### src/rtl/dmem_port_arbiter.sv
// dmem_port_arbiter
// Multiplexes a single data-memory BRAM port between the core load/store path
// and buffered I/O receive-data writes. I/O writes sit in a small FIFO and are
// drained into cycles the core leaves idle. The core normally wins, but a
// starvation counter and a FIFO-full override bound how long I/O data waits.
module dmem_port_arbiter #(
    parameter int ACTUAL_ADDR_W = 32,
    parameter int WORD_W        = 32,
    parameter int IO_FIFO_DEPTH = 4,   // power of two, >= 2
    parameter int STARVE_LIMIT  = 8    // >= 1
) (
    input  logic                               clk,
    input  logic                               rst,

    // core load/store path
    input  logic                               core_req,
    input  logic                               core_we,
    input  logic [ACTUAL_ADDR_W-1:0]           core_addr,
    input  logic [WORD_W-1:0]                  core_wdata,
    output logic                               core_gnt,
    output logic                               core_rvalid,
    output logic [WORD_W-1:0]                  core_rdata,

    // I/O controller write path
    input  logic                               io_we,
    input  logic [ACTUAL_ADDR_W-1:0]           io_addr,
    input  logic [WORD_W-1:0]                  io_wdata,
    output logic                               io_full,
    output logic [$clog2(IO_FIFO_DEPTH):0]     io_count,
    output logic                               io_overflow,

    // BRAM port
    output logic [ACTUAL_ADDR_W-1:0]           bram_addr,
    output logic [WORD_W-1:0]                  bram_wrdata,
    output logic                               bram_we,
    output logic                               bram_en,
    input  logic [WORD_W-1:0]                  bram_rddata
);

    localparam int PTR_W    = $clog2(IO_FIFO_DEPTH);
    localparam int CNT_W    = PTR_W + 1;
    localparam int STARVE_W = $clog2(STARVE_LIMIT + 1);

    localparam logic [CNT_W-1:0]    DEPTH_CNT  = CNT_W'(IO_FIFO_DEPTH);
    localparam logic [STARVE_W-1:0] STARVE_MAX = STARVE_W'(STARVE_LIMIT);

    // ------------------------------------------------------------------
    // State
    // ------------------------------------------------------------------
    logic [PTR_W-1:0]         wr_ptr_q,     wr_ptr_d;
    logic [PTR_W-1:0]         rd_ptr_q,     rd_ptr_d;
    logic [CNT_W-1:0]         count_q,      count_d;
    logic [STARVE_W-1:0]      starve_cnt_q, starve_cnt_d;
    logic                     rvalid_q,     rvalid_d;
    logic                     overflow_q,   overflow_d;

    // FIFO storage: one address/data pair per entry
    logic [ACTUAL_ADDR_W-1:0] entry_addr_q [IO_FIFO_DEPTH];
    logic [WORD_W-1:0]        entry_data_q [IO_FIFO_DEPTH];
    logic [IO_FIFO_DEPTH-1:0] entry_we;

    // ------------------------------------------------------------------
    // Arbitration signals
    // ------------------------------------------------------------------
    logic                     fifo_empty;
    logic                     fifo_full;
    logic                     starve_at_limit;
    logic                     io_win;
    logic                     core_win;
    logic                     push;
    logic                     pop;
    logic [ACTUAL_ADDR_W-1:0] head_addr;
    logic [WORD_W-1:0]        head_data;

    assign fifo_empty      = (count_q == '0);
    assign fifo_full       = (count_q == DEPTH_CNT);
    assign starve_at_limit = (starve_cnt_q == STARVE_MAX);

    // The head entry must be presented in the same cycle the I/O side wins,
    // so the FIFO is read asynchronously (small distributed storage).
    assign head_addr = entry_addr_q[rd_ptr_q];
    assign head_data = entry_data_q[rd_ptr_q];

    // I/O takes the port whenever the core is idle, has hogged it for
    // STARVE_LIMIT cycles, or the FIFO can no longer accept data.
    assign io_win = !fifo_empty && (!core_req || starve_at_limit || fifo_full);

    // A push while full is dropped even if a pop frees a slot this cycle.
    assign push = io_we && !fifo_full && !rst;

    // Per-entry write enables for the FIFO storage
    generate
        for (genvar gi = 0; gi < IO_FIFO_DEPTH; gi++) begin : g_entry
            assign entry_we[gi] = push && (wr_ptr_q == PTR_W'(gi));

            // Capture an I/O write into this slot when it is the tail
            always_ff @(posedge clk) begin
                if (entry_we[gi]) begin
                    entry_addr_q[gi] <= io_addr;
                    entry_data_q[gi] <= io_wdata;
                end
            end
        end
    endgenerate

    // Port mux: choose the winner and drive the BRAM; nothing is issued in reset
    always_comb begin
        core_gnt    = 1'b0;
        core_win    = 1'b0;
        pop         = 1'b0;
        bram_en     = 1'b0;
        bram_we     = 1'b0;
        bram_addr   = core_addr;
        bram_wrdata = core_wdata;
        if (!rst) begin
            if (io_win) begin
                pop         = 1'b1;
                bram_en     = 1'b1;
                bram_we     = 1'b1;
                bram_addr   = head_addr;
                bram_wrdata = head_data;
            end else if (core_req) begin
                core_win = 1'b1;
                core_gnt = 1'b1;
                bram_en  = 1'b1;
                bram_we  = core_we;
            end
        end
    end

    // Next-state: FIFO pointers/occupancy, starvation counter, load response, overflow
    always_comb begin
        wr_ptr_d     = wr_ptr_q;
        rd_ptr_d     = rd_ptr_q;
        count_d      = count_q;
        starve_cnt_d = '0;
        rvalid_d     = core_win && !core_we;
        overflow_d   = overflow_q;

        if (push) begin
            wr_ptr_d = wr_ptr_q + PTR_W'(1);
        end
        if (pop) begin
            rd_ptr_d = rd_ptr_q + PTR_W'(1);
        end
        count_d = count_q + CNT_W'(push) - CNT_W'(pop);

        // Count only cycles where the core wins while I/O data is waiting
        if (core_win && !fifo_empty) begin
            if (starve_at_limit) begin
                starve_cnt_d = starve_cnt_q;
            end else begin
                starve_cnt_d = starve_cnt_q + STARVE_W'(1);
            end
        end

        if (io_we && fifo_full) begin
            overflow_d = 1'b1;
        end
    end

    // Control state register with synchronous reset
    always_ff @(posedge clk) begin
        if (rst) begin
            wr_ptr_q     <= '0;
            rd_ptr_q     <= '0;
            count_q      <= '0;
            starve_cnt_q <= '0;
            rvalid_q     <= 1'b0;
            overflow_q   <= 1'b0;
        end else begin
            wr_ptr_q     <= wr_ptr_d;
            rd_ptr_q     <= rd_ptr_d;
            count_q      <= count_d;
            starve_cnt_q <= starve_cnt_d;
            rvalid_q     <= rvalid_d;
            overflow_q   <= overflow_d;
        end
    end

    // A load response pending across a reset edge must not leak out during reset
    assign core_rvalid = rvalid_q && !rst;
    assign core_rdata  = bram_rddata;

    assign io_full     = fifo_full;
    assign io_count    = count_q;
    assign io_overflow = overflow_q;

endmodule

### config.mk
export PLATFORM = sky130hd
export DESIGN_NAME = dmem_port_arbiter
export DESIGN_NICKNAME = d
export VERILOG_FILES = /design/src/rtl/dmem_port_arbiter.sv
export SDC_FILE = /design/constraint.sdc
export NUM_CORES = 1
export LEC_CHECK = 0
export CORE_ASPECT_RATIO = 0.7
export CORE_MARGIN = 1.5
export CORE_UTILIZATION = 54
export CTS_CLUSTER_DIAMETER = 60
export DETAILED_ROUTE_END_ITERATION = 8
export HOLD_SLACK_MARGIN = 0.15
export PLACE_DENSITY = 0.86
export SLEW_MARGIN = 20
export SYNTH_ARGS = -nofsm -noshare
export SYNTH_HDL_FRONTEND = slang
export SYNTH_SLANG_ARGS = --single-unit
### constraint.sdc
create_clock -name clk -period 7.8 [get_ports clk]
set_input_delay 1.56 -clock clk [delete_from_list [all_inputs] [get_ports clk]]
set_output_delay 1.56 -clock clk [all_outputs]
set_load 0.01 [all_outputs]
==> metrics.md <==
| Metric | Value |
|---|---|
| CP Launch Type | `primary input` |
| CP max-delay cell | `buf_4` |
| Post-synth EDFFs | `about 260` |
| Largest delay contributor family on the critical path | `buffers and inverters` |
| Chip height | `123.6 um` |
| Hold WS | `0.4823 ns` |
| WP buf/inv | `3` |
| CTS clk-pin slew, worst paths | `around 0.06 ns` |
| Overflow after GRT | `0` |
| Logic pwr share | `29.9%` |
| Mean area per synthesized cell | `approximately 21 um^2` |
| CP required | `6.24 ns` |
| Post-synth top flop | `edfxtp_1` |
| Syn Inst Count | `523` |
| Hpwl dp | `approximately 14,000 um` |
| Setup Skew | `0.01340 ns` |
| Final ANT Viol Nets | `0` |
| Die W | `175.3 um` |
| Final #Nets | `roughly 900` |
| Total Wirelength | `roughly 22,000 um` |
| Final RePlAce weighted congestion | `0.7630` |
| Synth warnings | `0` |
| CP Class | `in -> out` |
| CP max FO | `65` |
| Worst Max-Slew Pin Slew | `about 1.1 ns` |
| Hold Vio Cnt, Final | `0` |
| Maximum vdd ir drop | `between 0.00015 and 0.0002 V` |
| Register area share after synthesis | `a little under three quarters` |
| Cell Count Post-Placement | `between 900 and 1,000` |
| Core Footprint | `0.02007 mm^2` |
| Clk buf depth | `3` |
| Max transition margin | `between 20% and 30%` |
| Initial antenna violation count | `0` |
| Vias | `between 5,000 and 6,000` |
| Critical path data arrival time | `between 4 and 5 ns` |
| Sequential Power Share | `41.7%` |
| Detailed Routing Iterations Pass 1 | `6` |
| Port Buf Inserts | `approximately 210` |
| Crit path time final | `6.031 ns` |
| CTS buffer count | `25` |
| Pwr/cell area | `305.3 mW/mm^2` |
| Wire length per cell | `roughly 22 um` |
| Post-CTS Setup Inserts | `0` |
| Max-slew violation count | `0` |
| Fill count | `~1,200` |
| CTS tree | `yes` |
| Area of the mapped netlist | `0.01122 mm^2` |
| Internal | `roughly 3.2 mW` |
| Switching portion of total power | `between 20 and 30%` |
| Reg-to-reg slack, setup | `~4.3 ns` |
| Cell variety after synth | `35` |
| CTS Hold Bufs | `0` |
| Post-synth net total | `approximately 700` |
| Crit path capture type | `output port` |
| Top-count cell post-synth | `edfxtp_1` |
| # diodes | `0` |
| Cell accounting for the most synthesized area | `edfxtp_1` |
| Design Area, Final | `~0.014 mm^2` |
| Setup TNS Final | `0 ns` |
| Largest stage delay, worst path | `between 0.8 and 0.9 ns` |
| CP Cell Sequence | `clkdlybuf4s50_1 -> a211oi_4 -> buf_4 -> mux2_2 -> clkdlybuf4s50_1` |
| Pin count of the biggest net entering global routing | `66` |
| Share of post-route cells with drive strength above 1 | `24.24%` |
| FP Rows | `43` |
| Initial DRC count | `~500` |
| FFs w/ async S/R, synth | `0%` |
| RSZ-0062 raised after global routing | `no` |
| Synth top area share | `68.53%` |
| Leakage | `4.615 nW` |
| Clk Latency, worst-skew pair | `about 0.51 ns` |
| F_max | `approximately 170 MHz` |
| Initial Util | `55.90%` |
| Via density | `between 5 and 6` |
| Overall routing resource usage | `around a fifth` |
| Full die area | `~0.022 mm^2` |
| Area contributors post-synth | `edfxtp_1 (69%), mux4_2 (13%), mux2_4 (5.9%), dfxtp_1 (2.7%), buf_4 (2.3%)` |
| # DRC | `0` |
| Post-cts sizing count | `0` |
| Vias in the first global route | `5,810` |
| Status | `complete, no violations` |
| Area after DPL | `between 0.01 and 0.015 mm^2` |
| Setup-failing EPs final | `0` |
| CTS sink cnt | `between 200 and 300` |
| Most frequent cells after synthesis | `edfxtp_1 (256), mux4_2 (64), mux2_4 (44), buf_4 (34), mux2_2 (18)` |
| Sw power | `roughly 1.1 mW` |
| Hold Path Class | `reg -> reg` |
| Root buf cell | `clkbuf_16` |
| Global-route wire length before repair | `33,220 um` |
| Layout area overhead | `25.17%` |
| Max-cap viol count | `0` |
| Fin crit share | `77.32%` |
| Clk pwr share | `between 20% and 30%` |
| Tot Pwr | `approximately 4.3 mW` |
| I/O Pins | `between 200 and 300` |
| Most common cell on crit path | `clkdlybuf4s50_1` |
| H-Tree Depth | `1` |
| Synthesis-stage register bit count | `between 200 and 300` |
| Final std cells w/o fill | `992` |
[cell type report]
class,count,area [um^2],share of cell area [%]
clock buffer,28,636.9,4.535
clock inverter,17,186.4,1.328
inverter,11,41.29,0.2940
multi-input combinational,187,2773,19.75
sequential,271,7993,56.92
tap,270,337.8,2.406
timing repair buffer,208,2074,14.77
[through the flow]
step / utilization, % / setup WS (ns)
after floorplan: - / 3.588
after global placement: 65.87 / 1.968
after detailed placement: 65.87 / 1.741
after CTS: 69.97 / 1.755
after global routing: 69.97 / 1.655
final: 69.97 / 1.769
[metal layers]
layer  track usage, %  part of all wire [%]  routed length, um
met3            4.762                   7.1               1558
met1            26.27                    39               8569
met5                0                     0                  0
met2            35.17                    50              10990
met4            7.212                   3.3                723
[registers in the layout, indices dropped and copies added, names as in the netlist, named ones only]
signal,flops
entry_addr_q,128
entry_data_q,128
io_count,3
io_overflow,1
rd_ptr_q,2
rvalid_q,1
starve_cnt_q,4
wr_ptr_q,2
[power groups by stage]
stage / Combinational, mW / Sequential (mW) / Clock, mW
2_1_floorplan: 0.917 / 1.75 / 0
3_3_place_gp: 1.26 / 1.81 / 0
3_5_place_dp: 1.30 / 1.82 / 0
4_1_cts: 1.31 / 1.79 / 1.24
5_1_grt: 1.36 / 1.81 / 1.30
6_report: 1.28 / 1.79 / 1.22
[worst paths after layout]
path / startpoint / end / depth (start not counted)
setup reg to reg: starve_cnt_q[0] / io_count[2] / 13
hold reg to reg: starve_cnt_q[0] / starve_cnt_q[0] / 1
setup / recovery: rst / bram_addr[22] / 5
hold / removal: starve_cnt_q[0] / starve_cnt_q[0] / 1
[cells by family after synthesis]
kind of cell | count (synthesis) | share of synthesized area [%]
and+or+nand+nor | 32 | 1.539
AOI/OAI and AO/OA | 12 | 0.6693
muxes | 131 | 21.05
xor gates and xnor gates | 3 | 0.2343
DFF | 271 | 71.20
adders and majority gates | 9 | 1.071
buffers and inverters | 65 | 4.238
[cell usage in the layout (no fill, tap or decap), types with 8 or more instances in the layout]
cell type        count
dfxtp_1             13
mux2_2              18
edfxtp_1           256
clkdlybuf4s50_1    205
mux2_4              44
nor2_1              12
mux4_2              64
clkbuf_16           25
ha_1                 8
inv_1               11
Note: power is estimated with default switching activity, not from simulation.
